<file path="config.mk">
export PLATFORM = sky130hd
export DESIGN_NAME = grid_input_buffer
export DESIGN_NICKNAME = d
export VERILOG_FILES = /design/src/rtl/grid_input_buffer.sv
export SDC_FILE = /design/constraint.sdc
export NUM_CORES = 1
export LEC_CHECK = 0
export ABC_CLOCK_PERIOD_IN_PS = 7100
export BUFFER_PORTS_ARGS = -buffer_cell sky130_fd_sc_hd__buf_2
export CORE_MARGIN = 2
export CORE_UTILIZATION = 40
export CTS_CLUSTER_SIZE = 14
export DETAILED_ROUTE_END_ITERATION = 8
export GPL_TIMING_DRIVEN = 0
export PLACE_DENSITY_LB_ADDON = 0.12
export SETUP_SLACK_MARGIN = 0.15
export SLEW_MARGIN = 25
export SYNTH_ARGS = -nofsm -noshare
export SYNTH_HDL_FRONTEND = slang
export SYNTH_SLANG_ARGS = --single-unit
</file>
<file path="constraint.sdc">
create_clock -name clk -period 7.1 [get_ports clk]
set_clock_uncertainty 0.15 [all_clocks]
set_input_delay 1.065 -clock clk [delete_from_list [all_inputs] [get_ports clk]]
set_output_delay 1.065 -clock clk [all_outputs]
set_load 0.03 [all_outputs]
</file>
<file path="src/rtl/grid_input_buffer.sv">
// Commit-gated first-word-fall-through ingress FIFO feeding the west input of grid core 0.
// Define GRID_INPUT_BUFFER_COMMIT_EN to enable commit gating; without it this is a plain FWFT FIFO.
module grid_input_buffer #(
    parameter int PACKET_WIDTH = 30,
    parameter int DEPTH        = 16
) (
    input  logic                      clk,
    input  logic                      rst,
    input  logic                      wr_en,
    input  logic [PACKET_WIDTH-1:0]   wr_data,
    input  logic                      commit,
    output logic                      full,
    input  logic                      ren,
    output logic                      empty,
    output logic [PACKET_WIDTH-1:0]   packet_out,
    output logic [$clog2(DEPTH):0]    count,
    output logic                      overflow_error,
    output logic                      underflow_error
);

    localparam int AW = $clog2(DEPTH);

    logic [PACKET_WIDTH-1:0] mem [DEPTH];
    logic [AW:0]             wr_ptr;
    logic [AW:0]             rd_ptr;
    logic [AW:0]             cm_ptr;
    logic [AW:0]             wr_ptr_nxt;
    logic                    accept;
    logic                    pop;

    // Pointer difference stays correct across wrap because pointers carry an extra wrap bit.
    assign count = wr_ptr - rd_ptr;
    assign full  = (count == (AW+1)'(DEPTH));
    assign empty = (cm_ptr == rd_ptr);

    assign accept     = wr_en && !full;
    assign pop        = ren && !empty;
    assign wr_ptr_nxt = wr_ptr + {{AW{1'b0}}, accept};

    assign packet_out = empty ? '0 : mem[rd_ptr[AW-1:0]];

    always_ff @(posedge clk) begin
        if (accept) begin
            mem[wr_ptr[AW-1:0]] <= wr_data;
        end
    end

    always_ff @(posedge clk or negedge rst) begin
        if (!rst) begin
            wr_ptr          <= '0;
            rd_ptr          <= '0;
            overflow_error  <= 1'b0;
            underflow_error <= 1'b0;
        end else begin
            wr_ptr <= wr_ptr_nxt;
            if (pop) begin
                rd_ptr <= rd_ptr + {{AW{1'b0}}, 1'b1};
            end
            if (wr_en && full) begin
                overflow_error <= 1'b1;
            end
            if (ren && empty) begin
                underflow_error <= 1'b1;
            end
        end
    end

`ifdef GRID_INPUT_BUFFER_COMMIT_EN
    // Commit publishes the post-edge write pointer, so a packet written on the commit edge is included.
    always_ff @(posedge clk or negedge rst) begin
        if (!rst) begin
            cm_ptr <= '0;
        end else if (commit) begin
            cm_ptr <= wr_ptr_nxt;
        end
    end
`else
    logic unused_commit;
    assign unused_commit = commit;
    assign cm_ptr        = wr_ptr;
`endif

endmodule

</file>
# Word-level counts from Yosys, hierarchy flattened
# Memory sizes are Yosys's and may differ from the RTL's.
# Index checks and enable logic that the tools add are counted.
# classes
n_addsub,3
n_eq_ne,2
muxes,3
n_reduce_logical,6
# op_table
op,n
30-bit two-way mux,1
5-bit by 1-bit adder with 5-bit output,1
5-bit by 1-bit adder with 5-bit output (second input constant),1
5-bit == test,1
5-bit == test (second input constant),1
5-bit subtractor,1
1-bit logical AND,4
1-bit zero test,2
1-bit two-way mux,2
# word_totals
ff_bits,12
ramBits,480
in_bits,35
output_inout_bits,39
elab_cells,19
mem_count,1
# memory_table
name,depth,width,rd,rd_ports_with_merged_regs,write_ports,line_no,rtl
mem,16,30,1,0,1,23,logic [PACKET_WIDTH-1:0] mem [DEPTH];

# Depth between registers and ports, before layout
# Gate-level depths: netlist of the first run.
# depth
ltp_word,6
depth_mapped,13

# Least setup slack after synthesis of the first run
# No wires, ideal clock.
# synth_timing
path_type,reg2reg
from,register rd_ptr[1]
to,memory mem[12][0] (enable)
setup_ps,492
arrival_time_ps,5732
required_ps,6458
slack_ps,725
stages_incl_launch_ff,11
path_buffers,4
path_cell_list,dfrtp_1 > clkbuf_1 > clkbuf_1 > clkbuf_1 > inv_1 > fa_1 > xor2_1 > or3_1 > a2111oi_4 > buf_6 > nor4_1
# synth_via
elab_chain_len,6
# synth_lines
element,line_no,rtl
"start, declared",25,logic [AW:0] rd_ptr;
"start signal, assigned",57,"rd_ptr <= rd_ptr + {{AW{1'b0}}, 1'b1};"
5-bit subtractor,32,assign count = wr_ptr - rd_ptr;
via count[2],16,"output logic [$clog2(DEPTH):0] count,"
5-bit == test,33,assign full = (count == (AW+1)'(DEPTH));
via full,12,"output logic full,"
1-bit zero test,36,assign accept = wr_en && !full;
1-bit logical AND,36,
1-bit two-way mux,43,if (accept) begin
1-bit two-way mux (not written as such),44,mem[wr_ptr[AW-1:0]] <= wr_data;
"end, declared",23,
# The timed path passes the listed nets, and every way through them passes these cells.

# Worst setup path after layout of the first run
# layout_timing
from,register rd_ptr[1]
to,output port full
# layout_via
elab_chain_len,2
# layout_lines
element,line_no
5-bit subtractor,32
5-bit == test,33
"end, declared",12
# No other way between the ends.

==> summary.txt, run 1 <==
status: finished, violations left
failing checks: design-rule violations
DR DRC count: 6
CP max FO: 10
layout cells sized above 1: 37.9%
CP Launch Type: register
height of the chip: 222 µm
worst r2r src: rd_ptr[1]
# setup viols final: 0
GP Congestion: 0.688
gr usage total: 18.5%
Placed Cells: 1619
number of enable flip-flop cells after synthesis: 480
initial antenna violation count: 0
Fin Setup TNS: 0 ps
CTS resizes: 0
area of the multi-input gates: 4110 µm²
fin crit share: 88.1%
maximum VDD drop: 0.190 mV
CTS H-tree depth: 2
leak pwr: 7.65 nW
CP Class: register to output port
Routed WL: 44300 µm
Seq/Total Area, Yosys: 77.7%
FF-to-FF End: mem[12][16]
most used cell, CP: clkbuf_1
Vias: 9169
asr flop ratio synth: 2.44%
hold_buf cts: 0
R2R depth: 15
register area: 14700 µm²
Arr. time, crit path: 5040 ps
CP max stage cell: a2111oi_4
fillers: 3886
TritonCTS clock tree: built
Mean Syn Cell Area: 23.1 µm²
Chip Width: 222 µm
Netlist cell types: 36
max frequency: 160 MHz
first-pass GRT wire length: 65800 µm
ys flop type: edfxtp_1
port bufs: 72
Slew Limit Fails: 0
mapped cell area: 18900 µm²
worst min-delay path class: primary input to asynchronous set/reset pin
post-route minimum period: 6250 ps
row count: 79
Pre-Repair DR Iteration Count: 7
Critical path origin: rd_ptr[1]
synth warn: 0
Initial Util: 40.6%
grt ovf: 0
most instantiated cells after synthesis: edfxtp_1, mux4_2, mux2i_1
largest area contributor in the netlist: edfxtp_1
design area: 22300 µm²
largest net degree at the start of global routing: 17
vias in the first global route: 9646
synthesis-to-layout area growth: 17.7%
final std cells w/o fill: 1707
CP endpoint kind: output port
Final #Nets: 1108
DP Wirelength: 30500 µm
R2R setup slack: 1390 ps
cells after synthesis: 820
Root Driver: clkbuf_16
CTS buffer count: 51
Max Cap Violations: 0
unrepaired setup endpoints after global routing: no
Slew HR: 30.4%
Critical path destination: full
#FFs+latches synth: 492
Pwr per Cell Area: 431 nW/µm²
# clock sinks: 492
peak per-stage delay on the critical path: 830 ps
post-route ant nets: 0
CORE AREA: 46700 µm²
worst-margin pin slew: 1040 ps
most common cell in the synthesized netlist: edfxtp_1
I/O pins: 74
crit path cell chain: clkbuf_1 -> clkbuf_1 -> clkbuf_1 -> inv_1 -> fa_1 -> xor2_1 -> or3_1 -> a2111oi_4 -> buf_6 -> buf_2
deepest clock path buffer count: 3
die area: 49100 µm²
critical path data required time: 5880 ps
ant diodes: 0
Clock Latency Late Sink: 580 ps
main area contributors after synthesis: edfxtp_1, mux4_2, mux2i_1
share of the synthesized area in the top cell type: 76.1%
Hold Vio Cnt, Final: 0
wire length per cell: 25.9 µm
vias per inst: 5.37
Post-Syn Nets: 863
Placed Area: 20800 µm²
Iteration-0 DRC Markers: 777
clock-pin slew on the worst setup and hold paths: 70 ps
setup repair bufs after CTS: 0
-- worst max-delay path: cells and delay by family (launching register included) --
kind	cells	cell delay (ps)
AOI/OAI and AO/OA	1	830
xor gates and xnor gates	1	190
adders and majority gates	1	500
buffers and inverters	6	2190
DFF	1	380
and+or+nand+nor	1	360
-- worst min path at each step --
| stage | from | end | cells past startpoint |
|---|---|---|---|
| 5_1_grt | rst | cm_ptr[3] | 1 |
| 2_1_floorplan | rd_ptr[3] | rd_ptr[3] | 1 |
| 4_1_cts | rst | cm_ptr[3] | 1 |
| 6_report | rst | cm_ptr[3] | 1 |
| 3_5_place_dp | overflow_error | overflow_error | 1 |
| 3_3_place_gp | overflow_error | overflow_error | 1 |
-- registers in the layout, summed over array words and instances (netlist names) --
register         flops
overflow_error       1
underflow_error      1
cm_ptr               5
rd_ptr               5
mem                480
-- cell type report --
class / instances / share of cell area (%)
sequential: 492 / 66.0
multi-input combinational: 278 / 18.5
clock buffer: 64 / 6.13
timing repair buffer: 192 / 4.55
tap: 607 / 3.41
buffer: 43 / 0.859
clock inverter: 24 / 0.477
inverter: 7 / 0.118
-- where the power goes --
group,internal (mW),leakage [nW],total (mW),switching [mW]
clock,1.35,0.717,2.40,1.05
combinational,1.35,2.45,3.58,2.23
sequential,3.53,4.48,3.62,0.0924
-- layout by cell type, fill, tap and decap left out, drive strengths merged --
cell      count
clkbuf       87
dfrtp        12
a21oi         2
nor4         16
a21o          3
clkinv       23
xnor2         7
mux4        120
xor2          3
inv           6
or2           1
or3           2
and3          2
nand4         2
o22ai        30
fa            1
ha            7
buf         212
clkinvlp      2
nor2          2
nand2b        3
a2111oi       1
mux2i        60
nand2         5
nand3         5
mux2          1
edfxtp      480
and2          2
o21ai         1
and3b         1
and2b         1
-- logic make-up (layout without fill, tap and decap cells) --
kind of cell | count (synthesis) | count (layout) | synth area share, %
buffers and inverters | 50 | 330 | 1.12
and+or+nand+nor | 42 | 42 | 1.32
AOI/OAI and AO/OA | 37 | 37 | 1.34
muxes | 181 | 181 | 17.5
DFF | 492 | 492 | 77.7
xor gates and xnor gates | 10 | 10 | 0.462
adders and majority gates | 8 | 8 | 0.568
-- routing by layer --
metal	vias to the layer above	wire length, µm	GRT usage [%]
met1	4895	19700	25.4
met2	211	21600	30.5
li1	3997	-	-
met4	0	1010	5.62
met5	-	0	0
met3	66	1920	2.93
-- per-stage QoR --
stage                     utilization [%]  hold WS (ps)  power (mW)  worst slack [ps]
after detailed placement             44.6           295        7.35              1370
after global routing                 47.8           217        10.1               567
after global placement               43.0           282        7.27             -3960
after CTS                            47.8           190        9.76               788
after floorplan                         -           316        6.07               725
final                                47.8           209        9.61               847
Note: power is estimated with default switching activity, not from simulation.
==> run 2: changes to the inputs <==
MAX_ROUTING_LAYER = met4   (was unset)
==> run 2 against run 1 <==
Utilization unchanged. Fmax about the same. First-iteration DRC count down 3.7%. Die area is the same. Clock power is essentially flat. Via count increased by 0.45%. The run still ends with design-rule violations left. Largest power group unchanged. Sequential share of layout area unchanged. Sequential power about the same. Worst setup slack better by 3.9 ps. Sequential cell count did not move. Register-to-register slack barely moved. Non-clock buffer count unchanged.
==> summary.txt, run 2 (synthesized netlist as in run 1, its figures left out) <==
post-route minimum period: 6250 ps
Slew HR: 26.7%
Iteration-0 DRC Markers: 748
failing checks: design-rule violations
worst-margin pin slew: 1100 ps
Vias: 9210
vias in the first global route: 9622
Arr. time, crit path: 5030 ps
Slew Limit Fails: 0
Chip Width: 222 µm
Final #Nets: 1108
switching share of power: 35.2%
wire length per cell: 26.0 µm
first-pass GRT wire length: 65900 µm
Clk pwr share: 25.0%
I/O pins: 74
CP Launch Type: register
row count: 79
gr usage total: 19.1%
design area: 22300 µm²
largest net degree at the start of global routing: 17
unrepaired setup endpoints after global routing: no
commonest non-fill, non-tap cell in the layout: edfxtp_1
vias per inst: 5.40
Initial Util: 40.6%
DP Wirelength: 30500 µm
post-route ant nets: 0
leak pwr: 7.65 nW
CTS resizes: 0
CP max FO: 10
maximum VDD drop: 0.190 mV
grt ovf: 0
pre-CTS setup slack: 1370 ps
CP endpoint kind: output port
Fin Setup TNS: 0 ps
TritonCTS clock tree: built
max frequency: 160 MHz
# setup viols final: 0
Clock Latency Late Sink: 580 ps
setup repair bufs after CTS: 0
critical path data required time: 5880 ps
CTS H-tree depth: 2
Routed WL: 44400 µm
worst min-delay path class: primary input to asynchronous set/reset pin
CTS buffer count: 51
CP Class: register to output port
DR DRC count: 6
slack of the critical path: 850 ps
hold_buf cts: 0
Logic pwr share: 37.3%
GP Congestion: 0.695
# clock sinks: 492
Sw Pwr: 3.38 mW
Hold Vio Cnt, Final: 0
layout cells sized above 1: 37.9%
status: finished, violations left
P_int: 6.23 mW
total power: 9.61 mW
ant diodes: 0
fin crit share: 88.0%
die area: 49100 µm²
height of the chip: 222 µm
Pwr per Cell Area: 431 nW/µm²
port bufs: 72
final std cells w/o fill: 1707
Placed Area: 20800 µm²
Pre-Repair DR Iteration Count: 7
deepest clock path buffer count: 3
synthesis-to-layout area growth: 17.7%
Max Cap Violations: 0
commonest non-fill, non-tap cells in the layout: edfxtp_1, buf_2, mux4_2
Root Driver: clkbuf_16
Seq pwr share: 37.7%
CORE AREA: 46700 µm²
Placed Cells: 1619
max FFs per register: 480
clock-pin slew on the worst setup and hold paths: 70 ps
initial antenna violation count: 0
==> run 2: area by class of cell <==
cell class                      instances  area (µm²)
Inverter                                7        26.3
Multi-Input combinational cell        278        4110
Clock inverter                         24         106
Fill cell                            3886       24400
Sequential cell                       492       14700
Buffer                                 43         191
Clock buffer                           64        1370
Timing Repair Buffer                  192        1010
Tap cell                              607         759
==> run 2: metrics by stage <==
step           hold WS [ps]  util, %
6_report                208     47.8
5_1_grt                 217     47.8
4_1_cts                 190     47.8
3_5_place_dp            295     44.6
3_3_place_gp            282     43.0
2_1_floorplan           316        -
==> run 2: routing by layer <==
metal | vias to the layer above | GRT usage (%) | wire [µm]
li1 | 3993 | - | -
met3 | 71 | 2.90 | 1950
met2 | 217 | 30.5 | 21700
met4 | 0 | 5.62 | 998
met1 | 4929 | 25.5 | 19700
met5 | - | - | 0
==> run 2: worst paths after layout <==
| kind | from | endpoint | slack (ps) | cells past startpoint |
|---|---|---|---|---|
| worst min register to register | overflow_error | overflow_error | 310 | 1 |
| worst max register to register | rd_ptr[1] | mem[12][16] | 1390 | 15 |
| min in group clk | overflow_error | overflow_error | 310 | 1 |
| max in group asynchronous | rst | underflow_error | 6350 | 1 |
| worst min-delay path | rst | cm_ptr[3] | 210 | 1 |
| worst max-delay path | rd_ptr[1] | full | 850 | 10 |
==> run 2: critical path, cell delays in order, from the launching register on <==
cell and delay, ps:
dfrtp_1 380, clkbuf_1 280, clkbuf_1 500, clkbuf_1 710, inv_1 200, fa_1 500, xor2_1 180, or3_1 360
a2111oi_4 840, buf_6 270, buf_2 220
==> run 2: power by group through the flow <==
stage	logic (mW)	registers [mW]	clock network [mW]
after detailed placement	3.66	3.69	0
after CTS	3.67	3.63	2.47
after floorplan	2.38	3.69	0
final	3.58	3.62	2.40
after global placement	3.52	3.75	0
after global routing	3.84	3.65	2.57
==> run 3: changes to the inputs <==
--- a/config.mk
+++ b/config.mk
@@ -12,5 +12,4 @@
 export CTS_CLUSTER_SIZE = 14
 export DETAILED_ROUTE_END_ITERATION = 8
-export GPL_TIMING_DRIVEN = 0
 export MAX_ROUTING_LAYER = met4
 export PLACE_DENSITY_LB_ADDON = 0.12
--- a/constraint.sdc
+++ b/constraint.sdc
@@ -3,3 +3,3 @@
 set_input_delay 1.065 -clock clk [delete_from_list [all_inputs] [get_ports clk]]
 set_output_delay 1.065 -clock clk [all_outputs]
-set_load 0.03 [all_outputs]
+set_load 0.005 [all_outputs]
==> run 3 against run 2 <==
The run still ends with design-rule violations left. Count of clock-buffer cells in the layout down 2. Wire length down 6.9%. Combinational power fell by 25%. Utilization down 0.87 points. Largest power group unchanged.
==> summary.txt, run 3 (synthesized netlist as in run 1, its figures left out) <==
Initial Util: 40.6%
CP endpoint kind: output port
GP Congestion: 0.674
Chip Width: 222 µm
max frequency: 190 MHz
Fin Setup TNS: 0 ps
Arr. time, crit path: 4060 ps
row count: 79
CTS resizes: 0
wire length per cell: 26.1 µm
setup repair bufs after CTS: 0
CTS buffer count: 52
DR DRC count: 12
maximum VDD drop: 0.288 mV
DP Wirelength: 20000 µm
Final #Nets: 972
crit path cell chain: clkinv_1 -> ha_1 -> and2_1 -> nand4_1 -> nand2_2 -> buf_4 -> o22ai_1 -> buf_2
gr usage total: 17.7%
peak per-stage delay on the critical path: 640 ps
Iteration-0 DRC Markers: 660
unrepaired setup endpoints after global routing: no
hold_buf cts: 0
status: finished, violations left
vias per inst: 5.43
height of the chip: 222 µm
CP max stage cell: dfrtp_1
Hold Vio Cnt, Final: 0
CORE AREA: 46700 µm²
final core utilization: 46.9%
Critical path origin: cm_ptr[0]
clock-pin slew on the worst setup and hold paths: 60 ps
synthesis-to-layout area growth: 15.6%
commonest non-fill, non-tap cell in the layout: edfxtp_1
largest net degree at the start of global routing: 89
R2R setup slack: 2870 ps
I/O pins: 74
Routed WL: 41300 µm
CTS H-tree depth: 2
# setup viols final: 0
CP Class: register to output port
worst-margin pin slew: 1020 ps
Vias: 8585
CP Launch Type: register
die area: 49100 µm²
post-route ant nets: 0
initial antenna violation count: 3
vias in the first global route: 9104
TritonCTS clock tree: built
worst min-delay path class: primary input to asynchronous set/reset pin
R2R depth: 12
failing checks: design-rule violations
worst r2r src: cm_ptr[0]
Pre-Repair DR Iteration Count: 7
Slew HR: 32.1%
first-pass GRT wire length: 61100 µm
Slew Limit Fails: 0
worst hold slack: 216 ps
grt ovf: 0
Pwr per Cell Area: 416 nW/µm²
FF-to-FF End: cm_ptr[4]
leak pwr: 7.13 nW
Clock Latency Late Sink: 580 ps
fin crit share: 74.3%
port bufs: 72
critical path data required time: 5880 ps
commonest non-fill, non-tap cells in the layout: edfxtp_1, mux4_2, buf_2
CP max FO: 18
max FFs per register: 480
Critical path destination: packet_out[29]
Max Cap Violations: 0
post-route minimum period: 5270 ps
deepest clock path buffer count: 3
# clock sinks: 492
Root Driver: clkbuf_16
layout cells sized above 1: 33.1%
-- run 3: changes by cell type in the layout (fill, tap and decap cells not counted), moves of 4 or more --
cell       before  now
clkinv_2        7   12
buf_4          21   25
bufinv_16       0    5
clkbuf_1       31    8
buf_1           4    0
buf_2         186   72
-- run 3: through the flow --
stage / power (mW) / area (µm²) / setup WS [ps] / std cells
global placement: 6.57 / 20200 / 2460 / 1482
floorplan: 5.59 / 18900 / 1120 / 820
finish: 9.10 / 21900 / 1830 / 1581
global route: 9.58 / 21900 / 1610 / 1580
detailed placement: 6.60 / 20200 / 2430 / 1482
CTS: 9.28 / 21900 / 1780 / 1578
-- run 3: routing by layer --
metal  part of all wire [%]  track usage [%]  vias to the layer above
li1                       -                -                     3724
met1                     45             24.0                     4643
met2                     49             28.1                      157
met3                    3.8             2.66                       61
met4                    1.9             4.97                        0
met5                      0                -                        -
-- run 3: critical path: cells and delay by family (launching register included) --
kind | cells | cell delay [ps]
compound gates | 1 | 260
fa+ha+maj | 1 | 480
buf+inv | 3 | 1160
flops | 1 | 640
simple gates | 3 | 930
-- run 3: how the worst min path moves through the flow --
stage,to,slack [ps],depth (start not counted)
4_1_cts,cm_ptr[4],200,1
2_1_floorplan,overflow_error,300,1
6_report,overflow_error,220,1
3_3_place_gp,overflow_error,290,1
5_1_grt,cm_ptr[3],210,1
3_5_place_dp,overflow_error,290,1
-- run 3: layout make-up --
class / instances / area, µm²
Tap cell: 607 / 759
Fill cell: 3878 / 24800
Clock inverter: 34 / 299
Timing Repair Buffer: 98 / 568
Multi-Input combinational cell: 278 / 4120
Antenna cell: 3 / 7.51
Clock buffer: 62 / 1380
Inverter: 7 / 28.8
Sequential cell: 492 / 14700
-- run 3: report_power, final --
group | leakage (nW) | internal [mW] | switching, mW | total (mW)
clock network | 0.825 | 1.57 | 1.09 | 2.66
registers | 4.47 | 3.54 | 0.234 | 3.77
logic | 1.83 | 1.25 | 1.42 | 2.67
